### config.mk
export PLATFORM = sky130hd
export DESIGN_NAME = riscv_base_div_issue
export DESIGN_NICKNAME = d
export VERILOG_FILES = /design/src/rtl/riscv_base_div_issue.sv
export SDC_FILE = /design/constraint.sdc
export NUM_CORES = 1
export LEC_CHECK = 0
export CAP_MARGIN = 20
export CORE_AREA = 3 3 147 149
export DETAILED_ROUTE_END_ITERATION = 16
export DIE_AREA = 0 0 150 152
export PLACE_DENSITY_LB_ADDON = 0.2
export SLEW_MARGIN = 30
export SYNTH_ARGS = -nofsm -noshare
export SYNTH_HDL_FRONTEND = slang
export SYNTH_SLANG_ARGS = --single-unit
### constraint.sdc
create_clock -name clk_i -period 10.9 [get_ports clk_i]
set_clock_uncertainty 0.05 [all_clocks]
set_input_delay 1.09 -clock clk_i [delete_from_list [all_inputs] [get_ports clk_i]]
set_output_delay 1.09 -clock clk_i [all_outputs]
set_load 0.03 [all_outputs]
### src/rtl/riscv_base_div_issue.sv
// Issue/writeback sequencer between decode and riscv_base_divider.
// Optional WAIT/DRAIN watchdog is compiled in with `define RISCV_BASE_DIV_WATCHDOG_EN.

module riscv_base_div_issue #(
   parameter int WATCHDOG_CYCLES = 64
) (
   input  logic        clk_i,
   input  logic        rst_i,

   input  logic        dec_valid_i,
   input  logic [31:0] dec_opcode_i,
   input  logic [31:0] dec_pc_i,
   input  logic        dec_invalid_i,
   input  logic [4:0]  dec_rd_idx_i,
   input  logic [4:0]  dec_ra_idx_i,
   input  logic [4:0]  dec_rb_idx_i,
   input  logic [31:0] dec_ra_operand_i,
   input  logic [31:0] dec_rb_operand_i,
   output logic        dec_accept_o,
   output logic        stall_o,

   input  logic        flush_i,

   input  logic [4:0]  hazard_ra_idx_i,
   input  logic [4:0]  hazard_rb_idx_i,
   output logic        hazard_o,

   output logic        div_valid_o,
   output logic [31:0] div_opcode_o,
   output logic [31:0] div_pc_o,
   output logic        div_invalid_o,
   output logic [4:0]  div_rd_idx_o,
   output logic [4:0]  div_ra_idx_o,
   output logic [4:0]  div_rb_idx_o,
   output logic [31:0] div_ra_operand_o,
   output logic [31:0] div_rb_operand_o,

   input  logic        div_wb_valid_i,
   input  logic [31:0] div_wb_value_i,

   output logic        rf_wr_en_o,
   output logic [4:0]  rf_wr_idx_o,
   output logic [31:0] rf_wr_data_o,

   output logic        err_timeout_o
);

   // Encodings mirror INST_* / INST_*_MASK from riscv_base_defines.v so the block builds standalone.
   localparam logic [31:0] INST_DIV       = 32'h02004033;
   localparam logic [31:0] INST_DIV_MASK  = 32'hfe00707f;
   localparam logic [31:0] INST_DIVU      = 32'h02005033;
   localparam logic [31:0] INST_DIVU_MASK = 32'hfe00707f;
   localparam logic [31:0] INST_REM       = 32'h02006033;
   localparam logic [31:0] INST_REM_MASK  = 32'hfe00707f;
   localparam logic [31:0] INST_REMU      = 32'h02007033;
   localparam logic [31:0] INST_REMU_MASK = 32'hfe00707f;

   localparam logic [31:0] IDLE_RB_OPERAND = 32'h0000_0001;

   typedef enum logic [1:0] {
      ST_IDLE,
      ST_ISSUE,
      ST_WAIT,
      ST_DRAIN
   } state_t;

   state_t      state_q;
   logic [4:0]  rdIdx_q;

   logic        divValid_q;
   logic [31:0] divOpcode_q;
   logic [31:0] divPc_q;
   logic [4:0]  divRdIdx_q;
   logic [4:0]  divRaIdx_q;
   logic [4:0]  divRbIdx_q;
   logic [31:0] divRaOperand_q;
   logic [31:0] divRbOperand_q;

   logic        rfWrEn_q;
   logic [4:0]  rfWrIdx_q;
   logic [31:0] rfWrData_q;
   logic        errTimeout_q;

   logic        isDivRem;
   logic        acceptNow;
   logic        pendingRead;
   logic        wdExpired;

   assign isDivRem = ((dec_opcode_i & INST_DIV_MASK)  == INST_DIV)  |
                     ((dec_opcode_i & INST_DIVU_MASK) == INST_DIVU) |
                     ((dec_opcode_i & INST_REM_MASK)  == INST_REM)  |
                     ((dec_opcode_i & INST_REMU_MASK) == INST_REMU);

   assign acceptNow = (state_q == ST_IDLE) & dec_valid_i & isDivRem & ~dec_invalid_i;

   assign pendingRead = (hazard_ra_idx_i == rdIdx_q) | (hazard_rb_idx_i == rdIdx_q);

   assign dec_accept_o = acceptNow;
   assign stall_o      = (state_q != ST_IDLE) | acceptNow;
   // A flushed result is never written, so DRAIN does not raise a hazard.
   assign hazard_o     = ((state_q == ST_ISSUE) | (state_q == ST_WAIT)) &
                         (rdIdx_q != 5'd0) & pendingRead;

`ifdef RISCV_BASE_DIV_WATCHDOG_EN
   localparam int CNT_W = $clog2(WATCHDOG_CYCLES + 1);

   logic [CNT_W-1:0] wdCnt_q;
   logic             wdCount;

   // Restart on every entry into WAIT or DRAIN, including the WAIT->DRAIN move on flush.
   assign wdCount = (state_q == ST_DRAIN) | ((state_q == ST_WAIT) & ~flush_i);

   always_ff @(posedge clk_i or posedge rst_i) begin
      if (rst_i) begin
         wdCnt_q <= '0;
      end else if (wdCount) begin
         wdCnt_q <= wdCnt_q + 1'b1;
      end else begin
         wdCnt_q <= '0;
      end
   end

   assign wdExpired = (wdCnt_q == CNT_W'(WATCHDOG_CYCLES - 1));
`else
   logic unusedWatchdogCfg;

   assign wdExpired         = 1'b0;
   assign unusedWatchdogCfg = (WATCHDOG_CYCLES != 0);
`endif

   always_ff @(posedge clk_i or posedge rst_i) begin
      if (rst_i) begin
         state_q        <= ST_IDLE;
         rdIdx_q        <= 5'd0;
         divValid_q     <= 1'b0;
         divOpcode_q    <= 32'd0;
         divPc_q        <= 32'd0;
         divRdIdx_q     <= 5'd0;
         divRaIdx_q     <= 5'd0;
         divRbIdx_q     <= 5'd0;
         divRaOperand_q <= 32'd0;
         divRbOperand_q <= IDLE_RB_OPERAND;
         rfWrEn_q       <= 1'b0;
         rfWrIdx_q      <= 5'd0;
         rfWrData_q     <= 32'd0;
         errTimeout_q   <= 1'b0;
      end else begin
         rfWrEn_q     <= 1'b0;
         errTimeout_q <= 1'b0;

         case (state_q)
            ST_IDLE: begin
               if (acceptNow) begin
                  state_q        <= ST_ISSUE;
                  rdIdx_q        <= dec_rd_idx_i;
                  divValid_q     <= 1'b1;
                  divOpcode_q    <= dec_opcode_i;
                  divPc_q        <= dec_pc_i;
                  divRdIdx_q     <= dec_rd_idx_i;
                  divRaIdx_q     <= dec_ra_idx_i;
                  divRbIdx_q     <= dec_rb_idx_i;
                  divRaOperand_q <= dec_ra_operand_i;
                  divRbOperand_q <= dec_rb_operand_i;
               end
            end

            // The divider has sampled the request; drop back to safe idle values
            // so it never sees a zero divisor on its live inputs.
            ST_ISSUE: begin
               divValid_q     <= 1'b0;
               divOpcode_q    <= 32'd0;
               divPc_q        <= 32'd0;
               divRdIdx_q     <= 5'd0;
               divRaIdx_q     <= 5'd0;
               divRbIdx_q     <= 5'd0;
               divRaOperand_q <= 32'd0;
               divRbOperand_q <= IDLE_RB_OPERAND;
               state_q        <= flush_i ? ST_DRAIN : ST_WAIT;
            end

            ST_WAIT: begin
               if (div_wb_valid_i) begin
                  rfWrEn_q   <= (rdIdx_q != 5'd0) & ~flush_i;
                  rfWrIdx_q  <= rdIdx_q;
                  rfWrData_q <= div_wb_value_i;
                  state_q    <= ST_IDLE;
               end else if (flush_i) begin
                  state_q <= ST_DRAIN;
               end else if (wdExpired) begin
                  errTimeout_q <= 1'b1;
                  state_q      <= ST_IDLE;
               end
            end

            ST_DRAIN: begin
               if (div_wb_valid_i) begin
                  state_q <= ST_IDLE;
               end else if (wdExpired) begin
                  errTimeout_q <= 1'b1;
                  state_q      <= ST_IDLE;
               end
            end

            default: begin
               state_q <= ST_IDLE;
            end
         endcase
      end
   end

   assign div_valid_o      = divValid_q;
   assign div_opcode_o     = divOpcode_q;
   assign div_pc_o         = divPc_q;
   assign div_invalid_o    = 1'b0;
   assign div_rd_idx_o     = divRdIdx_q;
   assign div_ra_idx_o     = divRaIdx_q;
   assign div_rb_idx_o     = divRbIdx_q;
   assign div_ra_operand_o = divRaOperand_q;
   assign div_rb_operand_o = divRbOperand_q;

   assign rf_wr_en_o    = rfWrEn_q;
   assign rf_wr_idx_o   = rfWrIdx_q;
   assign rf_wr_data_o  = rfWrData_q;
   assign err_timeout_o = errTimeout_q;

endmodule
After elaboration in Yosys (flattened, before gate mapping)
Index checks and enable logic that the tools add are counted.
{"block": "word_totals", "input_bits": 191, "elab_cells": 71, "ff_bits": 189, "output_inout_bits": 187}
{"block": "classes", "reduce_logical": 8, "n_bitwise": 14, "n_eq_ne": 12, "muxes": 24}
{"operator": "$pmux 32 s2", "n": 4}
{"operator": "$mux 32", "n": 4}
{"operator": "$eq 17x11->1 const B", "n": 4}
{"operator": "$pmux 5 s2", "n": 3}
{"operator": "$mux 5", "n": 3}
{"operator": "$eq 5x5->1", "n": 2}
{"operator": "$mux 2", "n": 4}
{"operator": "$pmux 2 s4", "n": 1}
{"operator": "$and 1x1->1", "n": 6}
{"operator": "$or 1x1->1", "n": 6}
{"operator": "$reduce_and 2->1", "n": 3}
{"operator": "$reduce_bool 5->1", "n": 1}
{"operator": "$eq 2x2->1 const B", "n": 2}
{"operator": "$mux 1", "n": 4}
{"operator": "$ne 2x2->1 const B", "n": 2}
{"operator": "$reduce_bool 2->1", "n": 2}
{"operator": "$ne 3x3->1 const B", "n": 1}
{"operator": "$reduce_and 3->1", "n": 1}
{"operator": "$eq 2x1->1 const B", "n": 1}
{"operator": "$logic_not 2->1", "n": 1}
{"operator": "$not 1->1", "n": 2}
{"operator": "$pmux 1 s2", "n": 1}

Depth between registers and ports, before layout
Gate-level depths: netlist of run 1.
{"block": "logic_depth", "word_depth": 8, "mapped_depth": 8, "mapped_depth_nobuf": 6}

Worst setup path after synthesis of run 1
OpenSTA, ideal clock, no wires.
{"block": "synth_timing", "path_type": "input port to output port", "startpoint": "in dec_opcode_i[30]", "endpoint": "out stall_o", "stages": 3, "t_required_ns": 9.760, "setup_slack_ns": 7.337, "t_arrival_ns": 2.423, "n_path_buf": 0, "cell_sequence": "nor4_2 -> nand4b_2 -> o21ai_0"}
{"block": "synth_via", "elab_chain_len": 7, "elab_cells_between_ends": 10, "classes_between": "4 x eq/ne; 6 x bitwise"}
{"item": "start: declaration", "line": "11", "text": "input logic [31:0] dec_opcode_i,"}
{"item": "$eq 17x11->1 (on tied branches)", "line": "89, 90"}
{"item": "$or 1x1->1", "line": "89", "text": "assign isDivRem = ((dec_opcode_i & INST_DIV_MASK) == INST_DIV) |"}
{"item": "$or 1x1->1", "line": "90", "text": "((dec_opcode_i & INST_DIVU_MASK) == INST_DIVU) |"}
{"item": "$or 1x1->1 *", "line": "91", "text": "((dec_opcode_i & INST_REM_MASK) == INST_REM) |"}
{"item": "$and 1x1->1 * (2 in a row)", "line": "94", "text": "assign acceptNow = (state_q == ST_IDLE) & dec_valid_i & isDivRem & ~dec_invalid_i;"}
{"item": "$or 1x1->1 *", "line": "99", "text": "assign stall_o = (state_q != ST_IDLE) | acceptNow;"}
{"item": "end: declaration", "line": "20", "text": "output logic stall_o,"}
Every way passes the cells marked *; elsewhere a longest branch is shown, timed or not.

Worst setup path in the final report of run 1
Same ends and word-level chain as after synthesis.

==> flow_metrics.tcl, run 1 <==
set metrics [dict create \
    critPathKind "primary input to primary output" \
    ys_ff_latch 189 \
    antenna_cells 0 \
    port_buffers 375 \
    p_sw_w 0.000646 \
    area_delta_synth_final_pct 63.8 \
    max-vdd-ir-drop_uv 140 \
    drc_errors 0 \
    rsz0062_at_grt "no" \
    ioPinCount 378 \
    p_leak_nw 5.21 \
    vias_per_cell 4.92 \
    overflow 0 \
    grt_pass1_vias 5944 \
    power_density_nw_per_um2 170 \
    insertion_delay_ps 420 \
    crit_fanout 5 \
    drt-total-wl_um 22300 \
    ys_types 40 \
    ctsHtreeMaxLevel 4 \
    pwr-share-comb 0.280 \
    nets 1033 \
    via_count 5515 \
    hold_path_class "flip-flop to flip-flop" \
    fill_cells 1684 \
    postCtsHoldBufs 0 \
    hold_violations 0 \
    setup_tns_ps 0 \
    cts_tree "done" \
    end_kind "primary output" \
    cts_sinks 189 \
    status "finished, final reports clean" \
    die_h_um 152 \
    die-area_um2 22800 \
    track_usage 0.194 \
    crit_required_ps 9760 \
    slew_viol_final 0 \
    p_total_w 0.00198 \
    rows 52 \
    synthArstFlopShare 1.00 \
    hpwl_um 16400 \
    switching_share 0.326 \
    clockRootBuffer "clkbuf_16" \
    ys_warn_count 0 \
    grt_antenna_before_repair 0 \
    synth-edff-count 0 \
    period_needed_ps 4290 \
    fin_crit_sh 0.394 \
    wire_per_inst_um 19.9 \
    drt_iter0_drc 233 \
    synth-main-ff-cell "dfrtp_1" \
    cts_setup_buffers 0 \
    p_int_w 0.00134 \
    initial_core_util 0.350 \
    p_clk_frac 0.315 \
    core_area_um2 20300 \
    max_freq_mhz 233 \
    critical_path_arrival_ps 3150 \
    syn_area_per_cell_um2 15.1 \
    power_frac_seq 0.404 \
    synth-seq-area-share 0.666 \
    clock_path_buffers 2 \
    layout-drive-gt1-share 0.102 \
    setup_viol 0 \
    numCtsBuffers 17 \
    grt_max_degree 120 \
    clk_pin_slew_ps 70 \
    syn_inst 472 \
    ant_nets 0 \
    worstMarginPinSlew_ps 921 \
    cts.repair.resized 0 \
    worst_hold_slack_ps 429 \
    die_w_um 150 \
    first_pass_iters 4 \
    globalplace.congestion 0.808 \
    drv_cap 0 \
    grt_pass1_wl_um 34600 \
    startpoint_type "primary input" \
    synth_area_um2 7110 \
    max_slew_margin 0.386 \
]
==> cell type report <==
| class | count | area (µm²) | area share |
|---|---|---|---|
| clock inverter | 14 | 170 | 0.0146 |
| clock buffer | 18 | 429 | 0.0369 |
| multi-input combinational | 245 | 2140 | 0.184 |
| timing repair buffer | 381 | 3800 | 0.327 |
| tap | 270 | 338 | 0.0290 |
| inverter | 4 | 27.5 | 0.00236 |
| sequential | 189 | 4730 | 0.406 |
==> flip-flops by register name (all words and copies together) (netlist names) <==
name / flops
div_rb_idx_o: 5
div_opcode_o: 32
rf_wr_en_o: 1
div_ra_idx_o: 5
div_ra_operand_o: 32
div_pc_o: 32
rf_wr_data_o: 32
rdIdx_q: 5
div_rd_idx_o: 5
rf_wr_idx_o: 5
div_rb_operand_o: 32
div_valid_o: 1
state_q: 2
==> cells by family (layout without fill, tap and decap cells) <==
family | Yosys count | after routing | synth area share
simple gates | 42 | 42 | 0.0400
other cells | 1 | 2 | 0.000528
xor+xnor | 10 | 10 | 0.0123
mux | 42 | 42 | 0.0665
flops | 189 | 189 | 0.666
buf+inv | 39 | 417 | 0.0343
compound gates | 145 | 145 | 0.174
fa+ha+maj | 4 | 4 | 0.00704
==> synthesized netlist by cell type (3+ instances only) <==
master    count  share of area
and2_1       10         0.0088
ha_1          4         0.0070
o21ai_0       3         0.0021
xor2_1        6         0.0074
xnor2_1       4         0.0049
buf_4        10          0.011
dfrtp_1     188           0.66
a22o_1      126           0.16
a21oi_1       3         0.0021
nor2_1        6         0.0032
mux2_2       42          0.067
buf_6         6         0.0095
nand3_1       3         0.0021
buf_2        12         0.0084
inv_1         4         0.0021
a21o_1        7         0.0074
nor3_1        6         0.0042
clkbuf_1      5         0.0026
==> path summary, 6_finish.rpt <==
path | startpoint | endpoint | slack [ps] | depth (start not counted)
setup reg to reg | state_q[0] | div_ra_idx_o[1] | 7650 | 8
hold reg to reg | div_rb_operand_o[0] | div_rb_operand_o[0] | 430 | 2
max in group asynchronous | rst_i | div_pc_o[28] | 8580 | 3
min in group asynchronous | rst_i | div_ra_idx_o[2] | 1120 | 2
setup / recovery | dec_opcode_i[30] | stall_o | 6610 | 5
hold / removal | div_rb_operand_o[0] | div_rb_operand_o[0] | 430 | 2
==> worst max-delay path: stages <==
cell	delay [ps]
clkdlybuf4s50_1	410
nor4_2	390
nand4b_2	260
o21ai_0	270
clkdlybuf4s50_1	720
==> metal layers <==
metal | up-vias | wire, µm | GRT usage
met3 | 16 | 2150 | 0.0751
li1 | 2491 | - | -
met5 | - | 0 | 0
met2 | 251 | 11200 | 0.332
met1 | 2757 | 8700 | 0.231
met4 | 0 | 224 | 0.0444
==> cells in the final DEF, fill, tap and decap left out, drive strengths merged <==
master / n
nor2: 6
o2bb2ai: 1
buf: 6
clkdlybuf4s50: 375
nand4b: 2
o21ai: 3
and2: 10
conb: 2
inv: 11
nor2b: 2
nor4: 2
nor3: 7
nand3: 3
a22o: 126
dfstp: 1
a21oi: 4
nor4bb: 1
o21bai: 1
a311o: 1
clkbuf: 18
mux2: 42
a21o: 7
nand2: 2
and4bb: 2
and4b: 2
clkinv: 6
a211oi: 1
bufinv: 1
dfrtp: 188
nand2b: 1
a31oi: 1
and3: 1
xor2: 6
ha: 4
xnor2: 4
or4: 1
==> stage by stage <==
stage | std cells | worst slack [ps] | util | area (µm²)
3_5_place_dp | 1089 | 6620 | 0.544 | 11000
6_report | 1121 | 6610 | 0.574 | 11600
2_1_floorplan | 473 | 4620 | - | 7110
3_3_place_gp | 1089 | 6670 | 0.543 | 11000
5_1_grt | 1121 | 6420 | 0.574 | 11600
4_1_cts | 1121 | 6610 | 0.573 | 11600
==> power by group through the flow <==
stage / Clock [W] / Sequential [W] / Combinational (W)
final: 0.000625 / 0.000801 / 0.000555
after global routing: 0.000674 / 0.000809 / 0.000590
after CTS: 0.000646 / 0.000801 / 0.000561
after detailed placement: 0 / 0.000811 / 0.000558
after global placement: 0 / 0.000809 / 0.000551
after floorplan: 0 / 0.000931 / 0.000207
Note: power is estimated with default switching activity, not from simulation.
==> inputs of run 2 (changes only) <==
CORE_AREA = default   (was 3 3 147 149)
CORE_MARGIN = 3   (was default)
CORE_UTILIZATION = 36   (was default)
DIE_AREA = default   (was 0 0 150 152)
clock period = 3.44 ns   (was 10.9 ns; I/O delays follow)
==> run 2 against run 1 <==
Die area fell by 5.8%. Total power rose to 3.2 times the previous value. Sequential power grew to 3.2 times the previous value. First-iteration DRC count increased by 16%. Sequential share of layout area fell by 0.11 points. Register-to-register slack got worse by 6800 ps. Critical path depth rose by 1. Critical path type is now flip-flop to primary output.
==> flow_metrics.tcl, run 2 (synthesis results as in run 1) <==
set metrics [dict create \
    drt_iter0_drc 270 \
    crit_fanout 7 \
    drt-total-wl_um 23200 \
    worst_hold_slack_ps 191 \
    postCtsHoldBufs 0 \
    hpwl_um 17300 \
    path_cells "inv_1 -> ha_1 -> and4b_1 -> nand2_1 -> o21ai_0 -> clkdlybuf4s50_1" \
    pwr-share-comb 0.287 \
    rows 50 \
    rrSetupSlack_ps 830 \
    wire_per_inst_um 20.8 \
    clockRootBuffer "clkbuf_16" \
    max_freq_mhz 312 \
    setup_viol 0 \
    slew_viol_final 0 \
    r2r_start "state_q[1]" \
    clock_path_buffers 2 \
    period_needed_ps 3210 \
    max-vdd-ir-drop_uv 600 \
    first_pass_iters 4 \
    via_count 5605 \
    end_kind "primary output" \
    p_int_w 0.00427 \
    numCtsBuffers 17 \
    place_ws_ps 555 \
    p_clk_frac 0.309 \
    fin_crit_sh 0.932 \
    fin_ws_ps 232 \
    rsz0062_at_grt "no" \
    cts_tree "done" \
    clk_pin_slew_ps 70 \
    cts_sinks 189 \
    track_usage 0.213 \
    hold_path_class "primary input to asynchronous set/reset pin" \
    insertion_delay_ps 420 \
    grt_antenna_before_repair 0 \
    grt_max_degree 92 \
    layout-drive-gt1-share 0.104 \
    final_cell_mix "clkdlybuf4s50_1 (375), dfrtp_1 (188), a22o_1 (126)" \
    ctsHtreeMaxLevel 4 \
    status "finished, final reports clean" \
    p_leak_nw 5.22 \
    reg2reg_depth 7 \
    max_slew_margin 0.584 \
    nets 1035 \
    globalplace.congestion 0.826 \
    drc_errors 0 \
    area_delta_synth_final_pct 64.2 \
    worstMarginPinSlew_ps 624 \
    cts.repair.resized 0 \
    ant_nets 0 \
    initial_core_util 0.374 \
    overflow 0 \
    worst_path_max_delay_cell "clkdlybuf4s50_1" \
    port_buffers 375 \
    fill_cells 1505 \
    r2r-end "div_rb_operand_o[18]" \
    final_cell_area_um2 11700 \
    vias_per_cell 5.04 \
    critPathKind "flip-flop to primary output" \
    cts_setup_buffers 0 \
    die_w_um 147 \
    p_total_w 0.00629 \
    switching_share 0.322 \
    multi_input_area_um2 2140 \
    layout_commonest_cell "clkdlybuf4s50_1" \
    startpoint_type "flip-flop" \
    dpl_cell_area_um2 11100 \
    setup_tns_ps 0 \
    hold_violations 0 \
    crit_path_max_incr_delay_ps 750 \
    power_frac_seq 0.404 \
    grt_pass1_vias 6117 \
    power_density_nw_per_um2 539 \
    die-area_um2 21500 \
    crit_required_ps 3050 \
    grt_pass1_wl_um 35800 \
    seq_area_um2 4730 \
    antenna_cells 0 \
    ioPinCount 378 \
    drv_cap 0 \
    critical_path_arrival_ps 2810 \
    core_area_um2 19000 \
    p_sw_w 0.00202 \
    die_h_um 147 \
]
## run 2: cell types whose count changed in the layout (fill, tap and decap cells not counted)
cell / before / now
buf_6: 1 / 0
clkinv_8: 4 / 0
buf_12: 0 / 5
clkinv_2: 1 / 2
clkinvlp_4: 0 / 2
inv_8: 3 / 2
clkbuf_8: 0 / 2
buf_4: 5 / 3
## run 2: through the flow
step	instances	utilization
2_1_floorplan	473	-
3_3_place_gp	1080	0.582
3_5_place_dp	1080	0.582
4_1_cts	1112	0.613
5_1_grt	1113	0.614
6_report	1113	0.614
## run 2: area by class of cell
type / count / share of cell area
Sequential cell: 189 / 0.405
Timing Repair Buffer: 383 / 0.332
Multi-Input combinational cell: 245 / 0.184
Clock buffer: 20 / 0.0391
Tap cell: 260 / 0.0279
Clock inverter: 12 / 0.0105
Inverter: 4 / 0.00161
## run 2: worst max-delay path by stage
stage / startpoint / to / cells past startpoint
2_1_floorplan: rst_i / div_opcode_o[0] / 1
3_3_place_gp: dec_opcode_i[30] / stall_o / 5
3_5_place_dp: dec_opcode_i[30] / stall_o / 5
4_1_cts: state_q[1] / stall_o / 6
5_1_grt: state_q[1] / stall_o / 6
6_report: state_q[1] / stall_o / 6
## run 2: metal layers
metal	wire (µm)	track usage	vias up	share of wire
met3	1980	0.0826	20	0.085
li1	-	-	2493	-
met2	12100	0.377	270	0.52
met4	394	0.0583	0	0.017
met1	8720	0.240	2822	0.38
met5	0	0	-	0
## run 2: power by group through the flow
stage / Combinational [W] / Sequential, W / Clock [W]
2_1_floorplan: 0.000656 / 0.00295 / 0
3_3_place_gp: 0.00177 / 0.00256 / 0
3_5_place_dp: 0.00181 / 0.00258 / 0
4_1_cts: 0.00182 / 0.00254 / 0.00200
5_1_grt: 0.00191 / 0.00256 / 0.00210
6_report: 0.00181 / 0.00254 / 0.00195
## run 2: critical path: cells and delay by family (launching register included)
kind / cells / cell delay [ps]
flops: 1 / 430
simple gates: 2 / 510
compound gates: 1 / 280
fa+ha+maj: 1 / 320
buf+inv: 2 / 870
==> inputs of run 3 (changes only) <==
SKIP_CTS_REPAIR_TIMING = 1   (was default)
==> results of run 3 <==
No change in the layout: final DEF, timing and power equal those of run 2.
